--- config.mk ---
export PLATFORM = sky130hd
export DESIGN_NAME = outer_product_rc_vvm
export DESIGN_NICKNAME = d
export VERILOG_FILES = /design/src/rtl/outer_product_rc_vvm.sv
export SDC_FILE = /design/constraint.sdc
export NUM_CORES = 1
export LEC_CHECK = 0
export ABC_CLOCK_PERIOD_IN_PS = 4200
export CAP_MARGIN = 20
export CORE_MARGIN = 2
export CORE_UTILIZATION = 58
export CTS_CLUSTER_DIAMETER = 120
export CTS_CLUSTER_SIZE = 24
export DETAILED_ROUTE_END_ITERATION = 7
export PLACE_DENSITY = 0.86
export SETUP_SLACK_MARGIN = 0.2
export SLEW_MARGIN = 30
export SYNTH_ARGS = -nofsm -noshare
export SYNTH_HDL_FRONTEND = slang
export SYNTH_SLANG_ARGS = --single-unit
--- constraint.sdc ---
create_clock -name iClk -period 4.2 [get_ports iClk]
set_clock_uncertainty 0.2 [all_clocks]
set_input_delay 0.84 -clock iClk [delete_from_list [all_inputs] [get_ports iClk]]
set_output_delay 0.84 -clock iClk [all_outputs]
set_load 0.005 [all_outputs]
--- src/rtl/outer_product_rc_vvm.sv ---
// Rate-coded outer-product engine. Sign-magnitude operands are turned into
// deterministic unary bitstreams against a shared counter. Each row/column
// pair is ANDed and counted up or down according to the product sign, so
// after 2^(2M) enabled cycles every accumulator holds the exact signed product.
module outer_product_rc_vvm #(
    parameter int BITWIDTH    = 4,
    parameter int ROWNUM      = 2,
    parameter int COLNUM      = 2,
    parameter int OUTBITWIDTH = 2 * BITWIDTH
) (
    input  logic                                 iClk,
    input  logic                                 iRstN,
    input  logic                                 iEn,
    input  logic                                 iClr,
    input  logic [ROWNUM*BITWIDTH-1:0]           iData0,
    input  logic [COLNUM*BITWIDTH-1:0]           iData1,
    output logic [ROWNUM*COLNUM*OUTBITWIDTH-1:0] oData
);

    localparam int M      = BITWIDTH - 1;
    localparam int CW     = 2 * M;
    localparam int NACC   = ROWNUM * COLNUM;

    localparam logic [OUTBITWIDTH-1:0] ACC_ONE = OUTBITWIDTH'(1);

    logic [CW-1:0]          r_cnt;
    logic [OUTBITWIDTH-1:0] r_acc   [NACC];
    logic [OUTBITWIDTH-1:0] w_acc_d [NACC];
    logic [M-1:0]           w_cnt_lo;
    logic [M-1:0]           w_cnt_hi;
    logic [ROWNUM-1:0]      w_row_bit;
    logic [ROWNUM-1:0]      w_row_sign;
    logic [COLNUM-1:0]      w_col_bit;
    logic [COLNUM-1:0]      w_col_sign;

    assign w_cnt_lo = r_cnt[M-1:0];
    assign w_cnt_hi = r_cnt[CW-1:M];

    // Row streams use the low counter half, column streams the high half, so
    // every (lo, hi) pair is visited once per period and the AND counts mag0*mag1.
    always_comb begin
        w_row_bit  = '0;
        w_row_sign = '0;
        w_col_bit  = '0;
        w_col_sign = '0;
        for (int r = 0; r < ROWNUM; r++) begin
            w_row_bit[r]  = (iData0[r*BITWIDTH +: M] > w_cnt_lo);
            w_row_sign[r] = iData0[r*BITWIDTH + M];
        end
        for (int c = 0; c < COLNUM; c++) begin
            w_col_bit[c]  = (iData1[c*BITWIDTH +: M] > w_cnt_hi);
            w_col_sign[c] = iData1[c*BITWIDTH + M];
        end
    end

    // Next accumulator values: step up or down by one where the product bit is set.
    always_comb begin
        for (int i = 0; i < NACC; i++) begin
            w_acc_d[i] = r_acc[i];
        end
        for (int r = 0; r < ROWNUM; r++) begin
            for (int c = 0; c < COLNUM; c++) begin
                if (w_row_bit[r] && w_col_bit[c]) begin
                    if (w_row_sign[r] ^ w_col_sign[c]) begin
                        w_acc_d[r*COLNUM+c] = r_acc[r*COLNUM+c] - ACC_ONE;
                    end else begin
                        w_acc_d[r*COLNUM+c] = r_acc[r*COLNUM+c] + ACC_ONE;
                    end
                end
            end
        end
    end

    // Counter and accumulator state: clear beats enable, otherwise hold.
    always_ff @(posedge iClk or negedge iRstN) begin
        if (!iRstN) begin
            r_cnt <= '0;
            for (int i = 0; i < NACC; i++) begin
                r_acc[i] <= '0;
            end
        end else if (iClr) begin
            r_cnt <= '0;
            for (int i = 0; i < NACC; i++) begin
                r_acc[i] <= '0;
            end
        end else if (iEn) begin
            r_cnt <= r_cnt + CW'(1);
            for (int i = 0; i < NACC; i++) begin
                r_acc[i] <= w_acc_d[i];
            end
        end
    end

    // Flatten the accumulator array onto the output bus.
    always_comb begin
        oData = '0;
        for (int i = 0; i < NACC; i++) begin
            oData[i*OUTBITWIDTH +: OUTBITWIDTH] = r_acc[i];
        end
    end

endmodule

==> run_results.csv <==
group,metric,value,unit
cts,cts.sinks,38,
grt,grt.overflow.total,0,
critical_path,path_cells,"clkdlybuf4s50_1, xor2_1, ha_1, a21oi_1, o21ai_0, or3_1, a21oi_1, mux2_2",
grt,grt_usage,24.8,%
place,place_congestion,0.845,
critical_path,start_kind,"input port",
grt,grt_pass1_wl,11800,µm
cts,htreeDepth,2,
place,io_buffers,51,
route,routed_via_density,5.79,
route,detail-route-antenna-nets,0,
cts,clk_pin_slew,0.08,ns
die,io_pins,52,
power,p_per_area,314,nW/µm²
route,vias,2590,
synth,yosys.cell_types.count,41,
synth,ys_warn_count,0,
route,drc,0,
die,initial_core_util,60.0,%
grt,antenna_found_initial,0,
sta,hold_viol_final,0,
die,fp.dieArea,5890,µm²
route,routed_wl,6900,µm
layout,layout.nets,441,
synth,synth_common_cells,"ha_1, dfrtp_1, inv_1, nor2_1, a21oi_1",
sta,slew_headroom,59.5,%
critical_path,cp-end-kind,"register",
critical_path,crit_type,"input port to register",
critical_path,cp.required,4.18,ns
layout,final_layout_size_suffix_gt1_share,7.43,%
sta,drv_slew,0,
critical_path,cp.arrival,3.51,ns
synth,synth-seq-cells,38,
synth,synth_seq_area_share,31.0,%
grt,grt_max_degree,43,
synth,synth_area_leaders,"dfrtp_1, ha_1, xor2_1",
die,rows,26,
hold_path,hp-class,"input port to asynchronous set/reset pin",
sta,rsz0062_at_grt,"false",
cts,cts-hold-fix-buffers,0,
cts,cts-resized-gates,0,
die,die_h,76.7,µm
layout,diodes,0,
cts,cts_buffer_depth,2,
grt,grt_pass1_vias,2597,
synth,yosysTopAreaCell,"dfrtp_1",
synth,yosysTopAreaCellShare,31.0,%
power,totalPowerFinal,1.18,mW
sta,min_period,3.53,ns
sta,setup_violations,0,
route,drtPass1Iterations,4,
synth,synth.avg_cell_area,9.44,µm²
route,met3_length,339,µm
critical_path,cp_max_fo,7,
sta,fmax,283,MHz
synth,synth_nets,389,
flow_run,drv_cap,0,
critical_path,max_stage_delay,0.55,ns
synth,netlist_area,3070,µm²
layout,area_delta_synth_final,22.1,%
sta,finalSetupTns,0,ns
route,dr.max_layer_used,"met4",
sta,period_share,84.0,%
outcome,status,"finished clean",
cts,cts_setup_buffers,0,
cts,root_buffer,"clkbuf_8",
cts,insertion_delay,0.29,ns
die,core,5110,µm²
route,wl_met2,3560,µm
sta,tightest_slew,0.606,ns
critical_path,crit_top_cell,"a21oi_1",
power,max-vdd-ir-drop,171,µV
route,first_iter_violations,160,
synth,async_reset_ff_share,100,%
die,fp.dieW,76.7,µm
synth,synth-main-ff-cell,"dfrtp_1",
power,p_leak,1.74,nW
route,wl_per_cell,15.4,µm
place,dp_hpwl,5050,µm
critical_path,crit_path_top_delay_cell,"clkdlybuf4s50_1",
route,drt-met1-wl,2890,µm
synth,syn_inst,325,
synth,synth.most_common_cell,"ha_1",
synth,synth-edff-count,0,
cts,cts_tree,"yes",
cts,numCtsBuffers,5,
critical_path,ff2ff_path_depth,7,
sta,hold_ws,0.319,ns
worst paths after layout:
path,startpoint,slack (ns),to
min in group iClk,oData[20],0.35,oData[20]
worst max-delay path,iData0[3],0.67,oData[7]
worst min register to register,oData[20],0.35,oData[20]
max in group asynchronous,iRstN,3.13,oData[9]
worst min-delay path,iRstN,0.32,oData[24]
worst max register to register,r_cnt[2],1.65,oData[23]
flip-flops by register name, indices dropped and copies added, names as in the netlist:
register,cells
oData,32
r_cnt,6
layer usage:
layer,global-route usage [%],vias to the layer above
met5,0,-
met3,4.71,12
met4,6.00,0
met2,44.1,65
met1,31.0,1246
li1,-,1267
worst max-delay path, delay by kind of cell:
kind                     cells  cell delay, ns
buffers and inverters        1            0.55
XOR/XNOR                     1            0.52
AO/OA/AOI/OAI                3            0.51
adder cells (fa/ha/maj)      1            0.41
multiplexers                 1            0.35
AND/OR/NAND/NOR              1            0.31
area by class of cell:
type                       instances  area [µm²]
inverter                          27         101
clock buffer                       6        82.6
sequential                        38         951
clock inverter                     1        30.0
timing repair buffer              55         538
fill                             388        1360
tap                               70        87.6
multi-input combinational        250        1950
power breakdown:
part	internal [mW]	total (mW)	switching [mW]	leakage, nW
combinational	0.216	0.431	0.215	1.16
clock	0.190	0.318	0.128	0.0573
sequential	0.397	0.427	0.0301	0.519
kinds of logic (layout without fill, tap and decap cells):
family	count (synthesis)	count (layout)	synth area share, %
simple gates	89	89	14.8
compound gates	77	77	17.2
fa+ha+maj	44	44	18.9
flops	38	38	31.0
buf+inv	37	89	5.30
xor+xnor	24	24	6.85
mux	16	16	5.88
cells in the final DEF (no fill, tap or decap), drive strengths merged, types with 5 or more instances in the layout:
cell type | Yosys | layout
a21oi | 24 | 24
buf | 7 | 5
clkbuf | 3 | 6
clkdlybuf4s50 | 0 | 50
dfrtp | 38 | 38
ha | 40 | 40
inv | 27 | 27
mux2 | 7 | 7
mux2i | 9 | 9
nand2 | 17 | 17
nand3 | 10 | 10
nand4 | 6 | 6
nor2 | 28 | 28
nor2b | 10 | 10
o21ai | 15 | 15
or3 | 9 | 9
xnor2 | 11 | 11
xor2 | 13 | 13
metrics by stage:
stage	util (%)	area (µm²)	setup WS, ns	std cells
floorplan	-	3070	1.08	325
CTS	73.2	3740	0.674	447
finish	73.3	3740	0.670	447
global route	73.3	3740	0.509	447
detailed placement	71.0	3630	0.418	440
global placement	71.0	3630	0.485	440
(Power assumes the default switching activity.)
==> patch 1 (same flow settings) <==
Put a register stage on the output `oData`, with the module's reset. The value now appears one clock later.
--- a/src/rtl/outer_product_rc_vvm.sv
+++ b/src/rtl/outer_product_rc_vvm.sv
@@ -22,6 +22,8 @@
     localparam int NACC   = ROWNUM * COLNUM;
 
     localparam logic [OUTBITWIDTH-1:0] ACC_ONE = OUTBITWIDTH'(1);
+
+    logic [ROWNUM*COLNUM*OUTBITWIDTH-1:0] oData_d;
 
     logic [CW-1:0]          r_cnt;
     logic [OUTBITWIDTH-1:0] r_acc   [NACC];
@@ -93,9 +95,17 @@
 
     // Flatten the accumulator array onto the output bus.
     always_comb begin
-        oData = '0;
+        oData_d = '0;
         for (int i = 0; i < NACC; i++) begin
-            oData[i*OUTBITWIDTH +: OUTBITWIDTH] = r_acc[i];
+            oData_d[i*OUTBITWIDTH +: OUTBITWIDTH] = r_acc[i];
+        end
+    end
+
+    always_ff @(posedge iClk or negedge iRstN) begin
+        if (!iRstN) begin
+            oData <= '0;
+        end else begin
+            oData <= oData_d;
         end
     end
 
Check against the original RTL: not equivalent (a bounded check fails within 4 cycles, from zero or initial values and one cycle with iRstN low).
==> patch 1 against the unedited design <==
Cell count increased by 25%; area after synthesis grew 33%; cell area increased by 30%; non-clock buffer count rose by 2; sequential cell count rose by 32; largest cell class unchanged; worst setup slack worse by 0.028 ns; maximum frequency shrank 0.78%; power is 51% higher; worst hold slack got worse by 0.12 ns; first-iteration DRC count is 11% lower; wire length rose by 26%; global-route usage is 0.42 points lower.
==> patch 1: results (changes against the unedited design) <==
status completed; pin count of the biggest net entering global routing 30 (-30%); post-DR wirelength/cell 15.57 um (+0.86%); xor-xnor portion of the synthesized cell area 4.882% (-2.0 points); Fillers 484 (+25%); Unique masters post-synth 55 (+34%); WL met1 3879 um (+34%); met3 WL 430 um (+27%); GP Congestion 0.9656 (+14%); ratio of cells with drive above 1 in the final layout 8.009% (+0.58 points); GR Util met2 40.70% (-3.4 points); multiplexer area fraction after synthesis 2.794% (-3.1 points); Rel. slew slack 52.17% (-7.3 points); P_leak 2.233 nW (+29%); Compound-Gate Fraction of Synth Area 15.72% (-1.5 points); adder-cell area share of the yosys netlist 14.25% (-4.7 points); nets 522 (+18%); r2r setup slk 1.54 ns (-0.11 ns); Avg Cell Area, Syn 10.21 sq um (+8.2%); GRT Total Usage 24.39% (-0.42 points); worst-skew pair later-pin latency 0.35 ns (+0.06 ns); H-tree depth 3 (+1); TritonCTS buffer count 9 (+4); vias in the first global route 3,102 (+19%); CP max-delay cell xnor2_1; IR drop worst, VDD 195.9 uV (+15%); DR iter-0 viols 142 (-11%); vias per cell 5.808 (+0.24%); crit path DAT 3.63 ns (+0.12 ns); Via Count 3,241 (+25%); M1 GR Usage 31.91% (+0.89 points)
[patch 1: cell families (layout without fill, tap and decap cells)]
kind of cell | Yosys count | count (layout)
multiplexers | 11 | 11
AND/OR/NAND/NOR | 118 | 118
AO/OA/AOI/OAI | 99 | 99
adder cells (fa/ha/maj) | 44 | 44
buffers and inverters | 36 | 99
flip-flops | 70 | 70
XOR/XNOR | 21 | 21
[patch 1: cell type report]
class | instances | area share [%]
multi-input cells | 293 | 44.63
flip-flops and latches | 70 | 35.87
repair buffers | 57 | 11.53
clock buffers | 14 | 3.331
well taps | 96 | 2.460
inverters | 27 | 2.075
clock inverters | 1 | 0.1025
[patch 1: how the worst max path moves through the flow]
| stage | endpoint | slack, ns | from | cells past startpoint |
|---|---|---|---|---|
| floorplan | oData_d[22] | 1.25 | iData1[3] | 7 |
| global placement | oData_d[7] | 0.46 | iData1[3] | 9 |
| detailed placement | oData_d[15] | 0.33 | iData1[7] | 9 |
| CTS | oData_d[15] | 0.69 | iData1[7] | 9 |
| global route | oData_d[15] | 0.44 | iData1[7] | 9 |
| finish | oData_d[15] | 0.64 | iData1[7] | 9 |
[patch 1: where the power goes]
| group | switching [mW] | internal, mW | total [mW] | leakage [nW] |
|---|---|---|---|---|
| logic | 0.257 | 0.241 | 0.498 | 1.19 |
| clock network | 0.247 | 0.244 | 0.491 | 0.0865 |
| registers | 0.0423 | 0.740 | 0.782 | 0.954 |
[patch 1: per-stage QoR]
stage | area (sq um) | util, % | setup slack (ns)
final | 4883 | 71.88 | 0.6424
after global routing | 4883 | 71.88 | 0.4384
after CTS | 4883 | 71.88 | 0.6893
after detailed placement | 4716 | 69.41 | 0.3284
after global placement | 4696 | 69.12 | 0.4592
after floorplan | 4075 | - | 1.249
==> patch 2 (same settings) <==
Made on the original files. The parameter `COLNUM` goes from 2 to 1.
--- a/src/rtl/outer_product_rc_vvm.sv
+++ b/src/rtl/outer_product_rc_vvm.sv
@@ -5,7 +5,7 @@
 module outer_product_rc_vvm #(
     parameter int BITWIDTH    = 4,
     parameter int ROWNUM      = 2,
-    parameter int COLNUM      = 2,
+    parameter int COLNUM      = 1,
     parameter int OUTBITWIDTH = 2 * BITWIDTH
 ) (
     input  logic                                 iClk,
Interface: changed (resized iData1 and oData); port bits go from 52 to 32. The function was not compared with the original's and may differ.
==> patch 2 against the unedited design <==
Core utilization increased by 0.60 points; wire length decreased by 40%; area after synthesis decreased by 39%; worst hold slack got worse by 0.059 ns; largest cell class unchanged; worst setup slack improved by 0.0039 ns; global-route usage about the same; sequential cell count decreased by 16; cell area decreased by 40%; power decreased by 42%; cell count decreased by 36%.
==> patch 2: results (changes against the unedited design) <==
Placement Setup Slack 0.4213 ns (+0.003695 ns); sequential area share after synthesis 29.59% (-1.4 points); Internal 0.4532 mW (-44%); CTS clk-pin slew, worst paths 0.13 ns (+0.05 ns); vias in the first global route 1,634 (-37%); met3 WL 134 um (-60%); GP Congestion 0.8741 (+3.5%); fin cells 286 (-36%); vias per cell 5.976 (+3.1%); drt total wl 4161 um (-40%); peak fanout along the critical path 6 (-1); IR drop worst, VDD 154.8 uV (-9.4%); Compound-Gate Fraction of Synth Area 21.52% (+4.3 points); worst-skew pair later-pin latency 0.32 ns (+0.03 ns); WL met1 1972 um (-32%); crit-path leading delay family compound AO/OA/AOI/OAI gates; GRT Total Usage 24.82% (about the same); Rel. slew slack 63.78% (+4.3 points); xor-xnor portion of the synthesized cell area 5.111% (-1.7 points); ratio of cells with drive above 1 in the final layout 5.785% (-1.6 points); Post-DP Area 2203 sq um (-39%); H-tree depth 1 (-1); P_leak 0.9802 nW (-44%); status completed; top cells by count, synth ha_1 (23), dfrtp_1 (22), a21oi_1 (20), inv_1 (19), nor2_1 (12); TritonCTS buffer count 3 (-2); Cells after DPL 282 (-36%); Largest stage delay, worst path 0.47 ns (-0.08 ns); WL met2 2013 um (-43%); clock group power 0.169 mW (-47%); first-pass GRT wire length 6803 um (-43%); crit path DAT 3.55 ns (+0.04 ns); Avg Cell Area, Syn 8.776 sq um (-7.0%); DR iter-0 viols 113 (-29%); CTS root buffer clkbuf_4; multiplexer area fraction after synthesis 3.295% (-2.6 points)
[patch 2: changes by cell type after synthesis, moves of 9 or more]
cell,unedited run,this run
o21ai_1,0,9
ha_1,40,23
dfrtp_1,38,22
xor2_1,13,2
nor2_1,27,12
[patch 2: metal layers]
layer  track usage (%)  vias up
li1                  -      833
met1             32.39      826
met2             41.47       45
met3             3.625        5
met4             9.938        0
met5                 0        -
[patch 2: path summary, 6_finish.rpt]
path,cells past startpoint,end,from,slack (ns)
setup / recovery,9,oData[7],iData1[3],0.67
hold / removal,1,r_cnt[5],iRstN,0.26
setup reg to reg,7,oData[7],r_cnt[2],1.57
hold reg to reg,2,oData[3],oData[3],0.36
max in group asynchronous,1,oData[4],iRstN,3.20
min in group iClk,2,oData[3],oData[3],0.36
[patch 2: area by class of cell]
cell class	count	area share, %
Inverter	20	3.328
Timing Repair Buffer	32	13.87
Tap cell	44	2.440
Sequential cell	22	24.40
Clock buffer	3	0.9983
Multi-Input combinational cell	164	53.63
Clock inverter	1	1.331
